===== src/rtl/scan_sequencer_if.sv =====
// Control/status bundle between a scan controller and scan_sequencer.
// Carries pass_cnt only when SCAN_SEQUENCER_PASS_CNT_EN is defined.
interface scan_sequencer_if #(
  parameter int unsigned DWELL_W = 8
);
  logic               start;
  logic               stop;
  logic               loop;
  logic [7:0]         mask;
  logic [DWELL_W-1:0] dwell;
  logic [2:0]         sel;
  logic               en;
  logic               busy;
  logic               done;
`ifdef SCAN_SEQUENCER_PASS_CNT_EN
  logic [7:0]         pass_cnt;
`endif

  modport master (
    output start, stop, loop, mask, dwell,
`ifdef SCAN_SEQUENCER_PASS_CNT_EN
    input  pass_cnt,
`endif
    input  sel, en, busy, done
  );

  modport slave (
    input  start, stop, loop, mask, dwell,
`ifdef SCAN_SEQUENCER_PASS_CNT_EN
    output pass_cnt,
`endif
    output sel, en, busy, done
  );
endinterface


===== src/rtl/scan_sequencer.sv =====
// Walks the enabled channels of an 8-way one-hot decoder, dwelling on each for a set time.
// Optional pass counter enabled by SCAN_SEQUENCER_PASS_CNT_EN.
module scan_sequencer #(
  parameter int unsigned DWELL_W = 8,
  parameter int unsigned NCH     = 8
) (
  input  logic            clk,
  input  logic            rst,
  scan_sequencer_if.slave bus
);

  typedef enum logic [0:0] {StIdle, StActive} state_e;

  state_e             state_q, state_d;
  logic [2:0]         sel_q, sel_d;
  logic               en_q, en_d;
  logic               busy_q, busy_d;
  logic               done_q, done_d;
  logic               loop_q, loop_d;
  logic [7:0]         mask_q, mask_d;
  logic [DWELL_W-1:0] cnt_q, cnt_d;
  logic [DWELL_W-1:0] reload_q, reload_d;
  logic [DWELL_W-1:0] dwell_eff;
  logic [3:0]         first_new, first_cur, next_up;

  // Returns {found, index} of the lowest set bit.
  function automatic logic [3:0] lowest(input logic [7:0] m);
    logic [3:0] r;
    r = 4'b0;
    for (int i = int'(NCH) - 1; i >= 0; i--) begin
      if (m[i]) r = {1'b1, 3'(i)};
    end
    return r;
  endfunction

  assign dwell_eff = (bus.dwell == '0) ? DWELL_W'(1) : bus.dwell;
  assign first_new = lowest(bus.mask);
  assign first_cur = lowest(mask_q);
  assign next_up   = lowest(mask_q & (8'hFE << sel_q));

  always_comb begin
    state_d  = state_q;
    sel_d    = sel_q;
    en_d     = en_q;
    busy_d   = busy_q;
    done_d   = 1'b0;
    loop_d   = loop_q;
    mask_d   = mask_q;
    cnt_d    = cnt_q;
    reload_d = reload_q;
    case (state_q)
      StIdle: begin
        en_d   = 1'b0;
        busy_d = 1'b0;
        if (bus.start) begin
          if (bus.mask != 8'h00) begin
            state_d  = StActive;
            mask_d   = bus.mask;
            loop_d   = bus.loop;
            reload_d = dwell_eff - DWELL_W'(1);
            cnt_d    = dwell_eff - DWELL_W'(1);
            sel_d    = first_new[2:0];
            en_d     = 1'b1;
            busy_d   = 1'b1;
          end else begin
            done_d = 1'b1;
          end
        end
      end
      StActive: begin
        en_d   = 1'b1;
        busy_d = 1'b1;
        if (bus.stop) begin
          state_d = StIdle;
          en_d    = 1'b0;
          busy_d  = 1'b0;
        end else if (cnt_q != '0) begin
          cnt_d = cnt_q - DWELL_W'(1);
        end else if (next_up[3]) begin
          sel_d = next_up[2:0];
          cnt_d = reload_q;
        end else if (loop_q) begin
          sel_d = first_cur[2:0];
          cnt_d = reload_q;
        end else begin
          state_d = StIdle;
          en_d    = 1'b0;
          busy_d  = 1'b0;
          done_d  = 1'b1;
        end
      end
      default: state_d = StIdle;
    endcase
  end

  always_ff @(posedge clk or posedge rst) begin
    if (rst) begin
      state_q  <= StIdle;
      sel_q    <= 3'd0;
      en_q     <= 1'b0;
      busy_q   <= 1'b0;
      done_q   <= 1'b0;
      loop_q   <= 1'b0;
      mask_q   <= 8'h00;
      cnt_q    <= '0;
      reload_q <= '0;
    end else begin
      state_q  <= state_d;
      sel_q    <= sel_d;
      en_q     <= en_d;
      busy_q   <= busy_d;
      done_q   <= done_d;
      loop_q   <= loop_d;
      mask_q   <= mask_d;
      cnt_q    <= cnt_d;
      reload_q <= reload_d;
    end
  end

  assign bus.sel  = sel_q;
  assign bus.en   = en_q;
  assign bus.busy = busy_q;
  assign bus.done = done_q;

`ifdef SCAN_SEQUENCER_PASS_CNT_EN
  logic [7:0] pass_q;
  logic       pass_clr, pass_inc;

  // A pass ends when the highest enabled channel expires without a stop.
  assign pass_clr = (state_q == StIdle) && bus.start && (bus.mask != 8'h00);
  assign pass_inc = (state_q == StActive) && !bus.stop && (cnt_q == '0) && !next_up[3];

  always_ff @(posedge clk or posedge rst) begin
    if (rst) begin
      pass_q <= 8'h00;
    end else if (pass_clr) begin
      pass_q <= 8'h00;
    end else if (pass_inc) begin
      pass_q <= pass_q + 8'd1;
    end
  end

  assign bus.pass_cnt = pass_q;
`endif

endmodule


===== src/flat_wrapper.sv =====
// flat-port wrapper written by rule: the top's interface ports become plain ports
module scan_sequencer_flat 
#(
  parameter int unsigned DWELL_W = 8,
  parameter int unsigned NCH     = 8
)
  (clk, rst, bus_start, bus_stop, bus_loop, bus_mask, bus_dwell, bus_sel, bus_en, bus_busy, bus_done);
  scan_sequencer_if #(.DWELL_W(DWELL_W)) bus_i ();
  input  logic clk;
  input  logic rst;
  input wire logic [$bits(bus_i.start)-1:0] bus_start;
  input wire logic [$bits(bus_i.stop)-1:0] bus_stop;
  input wire logic [$bits(bus_i.loop)-1:0] bus_loop;
  input wire logic [$bits(bus_i.mask)-1:0] bus_mask;
  input wire logic [$bits(bus_i.dwell)-1:0] bus_dwell;
  output wire logic [$bits(bus_i.sel)-1:0] bus_sel;
  output wire logic [$bits(bus_i.en)-1:0] bus_en;
  output wire logic [$bits(bus_i.busy)-1:0] bus_busy;
  output wire logic [$bits(bus_i.done)-1:0] bus_done;
  assign bus_i.start = bus_start;
  assign bus_i.stop = bus_stop;
  assign bus_i.loop = bus_loop;
  assign bus_i.mask = bus_mask;
  assign bus_i.dwell = bus_dwell;
  assign bus_sel = bus_i.sel;
  assign bus_en = bus_i.en;
  assign bus_busy = bus_i.busy;
  assign bus_done = bus_i.done;
  scan_sequencer #(.DWELL_W(DWELL_W), .NCH(NCH)) u_core (.clk(clk), .rst(rst), .bus(bus_i));
endmodule

===== config.mk =====
export PLATFORM = sky130hd
export DESIGN_NAME = scan_sequencer_flat
export DESIGN_NICKNAME = d
export VERILOG_FILES = /design/src/rtl/scan_sequencer_if.sv /design/src/rtl/scan_sequencer.sv /design/src/flat_wrapper.sv
export SDC_FILE = /design/constraint.sdc
export NUM_CORES = 1
export LEC_CHECK = 0
export ABC_AREA = 1
export ABC_CLOCK_PERIOD_IN_PS = 1900
export CAP_MARGIN = 20
export CORE_ASPECT_RATIO = 0.5
export CORE_MARGIN = 2
export CORE_UTILIZATION = 55
export CTS_CLUSTER_DIAMETER = 200
export CTS_CLUSTER_SIZE = 25
export DETAILED_ROUTE_END_ITERATION = 6
export GPL_TIMING_DRIVEN = 0
export PLACE_DENSITY = 0.89
export RECOVER_POWER = 100
export SYNTH_ARGS = -nofsm -noshare
export SYNTH_HDL_FRONTEND = slang
export SYNTH_SLANG_ARGS = --single-unit

===== constraint.sdc =====
create_clock -name clk -period 1.9 [get_ports clk]
set_input_delay 0.57 -clock clk [delete_from_list [all_inputs] [get_ports clk]]
set_output_delay 0.57 -clock clk [all_outputs]
set_load 0.05 [all_outputs]

==> results.cfg, run 1 <==
[outcome]
outcome = completed

[placed_design]
hpwlAfterDp_mm = 3.73
io_buffers = 26
gp_congestion = 0.924
dpl-instance-area_um2 = 2360

[routing]
wl_mm = 5.56
drtAntennaViolNets = 0
avgViaCountPerCell = 5.50
route.detailed.drc = 0
drt_iter0_drc = 135
drtPass1Iterations = 7
wl_per_cell_um = 14.3
num_vias = 2139

[synthesis]
syn-cell-area_um2 = 2010
yosys.cell_types.count = 34
syn_avg_cell_area_um2 = 6.91
ys_async_sr_fraction_pct = 100
netlist_instances = 291
syn_nets = 315
synth_top_flop_cell = dfrtp_1
synth_largest_area_cell = dfrtp_1
synth.top_cell.area_share_pct = 37.4
ys_top_cells_by_area = dfrtp_1 37%, nand2_1 18%, inv_1 8.0%
ys_ff_latch = 30
yosys_warnings = 0
synthTopCellsByCount = 98 x nand2_1, 43 x inv_1, 30 x dfrtp_1
synth_most_common_cell = nand2_1
synth-seq-area-share_pct = 37.4
synth_edf_count = 0

[final_layout]
fin_nets = 361
area_growth_pct = 28.3
diodes = 0
regArea_um2 = 751
multi_input_area_um2 = 1130
fillers = 241
postLayoutCellArea_um2 = 2580
drive_above_1_share_pct = 18.9

[clock_tree]
ctsLongestPathBuffers = 2
cts_root_buffer = clkbuf_8
cts.sinks = 30
insertion_delay_ns = 0.28
path_clk_slew_ns = 0.07
cts_buffers = 5
h-tree-depth = 2
cts_tree = built

[die]
die_w_um = 89.5
initial_core_util_pct = 57.9
num_rows = 15
core_area_um2 = 3470
die_h_um = 46.7
die_area_um2 = 4180
num_io_pins = 27

[setup_path]
r2r_slack_ns = 0.10
critPathArrivalTime_ns = 2.08
crit_type = input pin to register
slowest_delay_ns = 0.21
critPathLaunchType = input pin
cp_data_required_time_ns = 2.11
r2r_end = u_core.cnt_q[5]$_DFFE_PP0P_
rr_startpoint = u_core.cnt_q[0]$_DFFE_PP0P_
worstPathCellList = clkdlybuf4s15_1, inv_1, nand2_1, nor2_2, nand3_2, nand2_2, inv_2, ha_4, nand3_2, xor2_1, inv_1, o21ai_1, a21oi_1, o21ai_1
crit_end = u_core.cnt_q[4]$_DFFE_PP0P_
worstRegToRegCells = 11
end_kind = register
critPathMaxFanout = 3
crit_slowest_cell = clkdlybuf4s15_1
critPathLaunch = bus_dwell[5]

[timing]
finalClockSkew_ns = 0.00646
clock.fmax_ghz = 0.536
relSlewSlack_pct = 63.8
setup_violations = 0
tightest_slew_ns = 0.542
fin_crit_ns = 1.87
final_max_slew_viol_count = 0
hold_viol_final = 0
finalCritPeriodShare_pct = 98.3

[global_route]
grt_overflow_total = 0
grt_pass1_vias = 1890
grt_pass1_wl_mm = 8.36
antenna_found_initial = 0
grt_max_degree = 18
grtUsageTotal_pct = 26.7

[pwr]
p_leak_nw = 1.36
power_density_nw_per_um2 = 1150
ir_worst_vdd_mv = 0.492
power_mw = 2.98

[worst_hold_path]
hold_path.class = register to register
hp-start = u_core.reload_q[1]$_DFFE_PP0P_

[job]
max-cap-violations = 0
[cell families (layout without fill, tap and decap cells)]
family | count (synthesis) | count (layout) | share of synthesized area, %
and+or+nand+nor | 155 | 156 | 34.5
adders and majority gates | 3 | 3 | 1.87
AOI/OAI and AO/OA | 45 | 45 | 13.3
DFF | 30 | 30 | 37.4
xor gates and xnor gates | 6 | 6 | 2.62
buffers and inverters | 52 | 98 | 10.4
[cell type report]
| cell class | count | share of cell area, % |
|---|---|---|
| Clock buffer | 7 | 3.35 |
| Inverter | 47 | 7.14 |
| Tap cell | 51 | 2.48 |
| Multi-Input combinational cell | 210 | 43.7 |
| Buffer | 5 | 0.971 |
| Clock inverter | 1 | 0.194 |
| Timing Repair Buffer | 38 | 13.0 |
| Sequential cell | 30 | 29.1 |
[worst max-delay path: cells and delay by family]
kind	cells	cell delay [ns]
and+or+nand+nor	5	0.43
buffers and inverters	4	0.43
AOI/OAI and AO/OA	3	0.34
adders and majority gates	1	0.17
xor gates and xnor gates	1	0.14
[layer usage]
| layer | global-route usage (%) | wire [µm] |
|---|---|---|
| met1 | 32.6 | 2370 |
| met2 | 48.3 | 2730 |
| met3 | 6.50 | 312 |
| met4 | 8.66 | 142 |
| met5 | 0 | 0 |
[cell usage in the layout (no fill, tap or decap), types with 2 or more instances in the layout]
cell,count
a21oi_1,7
buf_2,2
buf_4,12
clkbuf_1,3
clkbuf_2,5
clkbuf_8,6
clkdlybuf4s50_1,8
dfrtp_1,30
dlygate4sd2_1,6
dlymetal6s2s_1,6
ha_1,2
inv_1,37
inv_2,8
nand2_1,96
nand2_2,6
nand2_4,2
nand3_1,22
nand3_2,2
nand4_1,4
nor2_1,12
nor2_2,4
nor3_1,3
o211ai_1,2
o21ai_0,21
o21ai_1,4
o21ai_2,5
o22ai_1,2
xor2_1,4
[where the power goes]
group / internal [mW] / total, mW / leakage (nW) / switching [mW]
clock: 0.292 / 0.543 / 0.0482 / 0.251
sequential: 0.832 / 1.00 / 0.373 / 0.171
combinational: 0.505 / 1.43 / 0.937 / 0.925
total: 1.63 / 2.98 / 1.36 / 1.35
[repair_timing]
action	in CTS	in global routing
pin swaps	5	11
gates resized for setup	27	23
hold buffers	0	0
buffers inserted	5	6
endpoints found under the setup margin	29	28
cloned	1	0
[through the flow]
stage | setup slack, ns | hold WS (ns) | std cells | TNS (ns) | utilization, %
global route | -0.0789 | 0.503 | 389 | -0.234 | 74.2
floorplan | 0.000334 | 0.448 | 291 | 0 | -
CTS | -0.0168 | 0.486 | 383 | -0.0168 | 72.6
detailed placement | -0.736 | 0.472 | 369 | -10.52 | 68.1
finish | 0.0328 | 0.490 | 389 | 0 | 74.2
global placement | -0.654 | 0.467 | 368 | -9.85 | 67.3
[flip-flops by register name, summed over array words and instances, names as in the netlist]
name / count
u_core.bus.done: 1
u_core.bus.sel: 3
u_core.cnt_q: 8
u_core.loop_q: 1
u_core.mask_q: 8
u_core.reload_q: 8
u_core.state_q: 1
[worst min path at each step]
stage	end	slack, ns	cells after the start
after detailed placement	u_core.reload_q[3]$_DFFE_PP0P_	0.47	2
final	u_core.reload_q[1]$_DFFE_PP0P_	0.49	2
after global routing	u_core.reload_q[1]$_DFFE_PP0P_	0.50	2
after global placement	u_core.reload_q[3]$_DFFE_PP0P_	0.47	2
after floorplan	u_core.reload_q[5]$_DFFE_PP0P_	0.45	2
after CTS	u_core.reload_q[3]$_DFFE_PP0P_	0.49	2
Power figures use the tool's default switching activity.
==> run 2, diff against run 1 <==
--- a/config.mk
+++ b/config.mk
@@ -14,6 +14,7 @@
 export CTS_CLUSTER_DIAMETER = 200
 export CTS_CLUSTER_SIZE = 25
 export DETAILED_ROUTE_END_ITERATION = 6
+export GPL_ROUTABILITY_DRIVEN = 0
 export GPL_TIMING_DRIVEN = 0
 export PLACE_DENSITY = 0.89
 export RECOVER_POWER = 100
==> constraint.sdc (replaced) <==
create_clock -name clk -period 1.9 [get_ports clk]
set_input_delay 0.57 -clock clk [delete_from_list [all_inputs] [get_ports clk]]
set_output_delay 0.57 -clock clk [all_outputs]
set_load 0.01 [all_outputs]
==> run 2 against run 1 <==
Against the previous run: the run now ends with negative setup slack left; worst hold slack improved by 0.019 ns; sequential share of layout area decreased by 1.5 points; via count increased by 10%; utilization increased by 4.3 points; critical endpoint is now u_core.mask_q[1]$_DFFE_PP0P_.
==> results.cfg, run 2 (synthesized netlist as in run 1, its figures left out) <==
[outcome]
outcome = finished with violations
violations = negative setup slack

[setup_path]
critPathLaunchType = input pin
cp_data_required_time_ns = 2.09
critPathLaunch = bus_mask[7]
crit_type = input pin to register
critPathMaxFanout = 10
rr_startpoint = u_core.cnt_q[0]$_DFFE_PP0P_
critPathArrivalTime_ns = 2.10
end_kind = register

[global_route]
grtUsageTotal_pct = 28.8
grt_max_degree = 22
grt_pass1_vias = 1960
grt_overflow_total = 0
grt_pass1_wl_mm = 8.80
antenna_found_initial = 0

[placed_design]
io_buffers = 26
dpl-instance-area_um2 = 2360
dp.cells = 369
dp_slack_ns = -0.797
hpwlAfterDp_mm = 3.66

[die]
initial_core_util_pct = 57.9
die_area_um2 = 4180
die_w_um = 89.5
die_h_um = 46.7
core_area_um2 = 3470
num_rows = 15
num_io_pins = 27

[final_layout]
area_growth_pct = 35.7
final_common_cell = nand2_1
drive_above_1_share_pct = 24.5
fin_nets = 370
fin_cells = 398
postLayoutCellArea_um2 = 2730
layout_common_cells = 94 x nand2_1, 34 x inv_1, 29 x dfrtp_1, 23 x o21ai_0, 21 x nand3_1
final_core_util_pct = 78.5
largestRegisters = u_core.cnt_q: 8 flops, u_core.mask_q: 8 flops, u_core.reload_q: 8 flops
diodes = 0

[timing]
tightest_slew_ns = 0.545
clock.fmax_ghz = 0.523
hold_viol_final = 0
fin_crit_ns = 1.91
timing.hold.ws_ns = 0.509
setup_violations = 1
relSlewSlack_pct = 63.7
finalCritPeriodShare_pct = 101
final_max_slew_viol_count = 0
finalSetupTns_ns = -0.0111
finalClockSkew_ns = 0.0104
fin_ws_ns = -0.0111

[clock_tree]
insertion_delay_ns = 0.30
cts_root_buffer = clkbuf_8
ctsLongestPathBuffers = 2
cts.sinks = 30
cts_buffers = 5
cts_tree = built
h-tree-depth = 2
path_clk_slew_ns = 0.07

[job]
max-cap-violations = 0

[routing]
wl_per_cell_um = 16.7
num_vias = 2361
drtAntennaViolNets = 0
wl_mm = 6.64
drt_iter0_drc = 221
route.detailed.drc = 0
avgViaCountPerCell = 5.93
drtPass1Iterations = 6

[pwr]
power_density_nw_per_um2 = 1220
ir_worst_vdd_mv = 0.941
p_leak_nw = 1.39
power_mw = 3.33

[worst_hold_path]
hp-start = u_core.reload_q[7]$_DFFE_PP0P_
hold_path.class = register to register
[run 2: path summary, 6_finish.rpt]
| path | end | slack [ns] | cells after the start |
|---|---|---|---|
| worst max-delay path | u_core.mask_q[1]$_DFFE_PP0P_ | -0.01 | 9 |
| worst min-delay path | u_core.reload_q[7]$_DFFE_PP0P_ | 0.51 | 2 |
| worst max register to register | u_core.cnt_q[3]$_DFFE_PP0P_ | 0.06 | 11 |
| worst min register to register | u_core.reload_q[7]$_DFFE_PP0P_ | 0.51 | 2 |
| max in group asynchronous | u_core.cnt_q[7]$_DFFE_PP0P_ | 0.38 | 3 |
| min in group asynchronous | u_core.bus.sel[0]$_DFFE_PP0P_ | 0.66 | 2 |
[run 2: critical path, cell delays in order]
cell             delay, ns
clkdlybuf4s50_1       0.46
nor2_2                0.12
nand2_1               0.07
nor2_2                0.15
nand2_2               0.13
nand2_8               0.13
clkbuf_4              0.23
nand2_1               0.09
o21ai_0               0.13
[run 2: metal layers]
metal / wire length (µm) / global-route usage (%) / vias up / share of wire [%]
li1: - / - / 1046 / -
met1: 2540 / 34.4 / 1073 / 38
met2: 2990 / 51.3 / 177 / 45
met3: 611 / 6.15 / 65 / 9.2
met4: 492 / 14.9 / 0 / 7.4
met5: 0 / 0 / - / 0
[run 2: where the power goes]
part	internal [mW]	switching, mW	total (mW)
Sequential	0.833	0.206	1.04
Clock	0.560	0.276	0.836
Combinational	0.562	0.897	1.46
Total	1.95	1.38	3.33
[run 2: cell type report]
class	count	area (µm²)
Multi-Input combinational cell	210	1150
Sequential cell	30	752
Fill cell	190	746
Timing Repair Buffer	46	389
Inverter	47	188
Clock buffer	6	82.6
Tap cell	51	63.8
Clock inverter	2	60.1
Buffer	5	28.8
Timing Repair inverter	1	7.51
[run 2: repair_timing]
item                                    4_1_cts  5_1_grt
endpoints found under the setup margin       27       29
buffers inserted                              8       11
cloned                                        1        1
resized for setup                            22       40
hold buffers                                  0        0
pin swaps                                     9       15
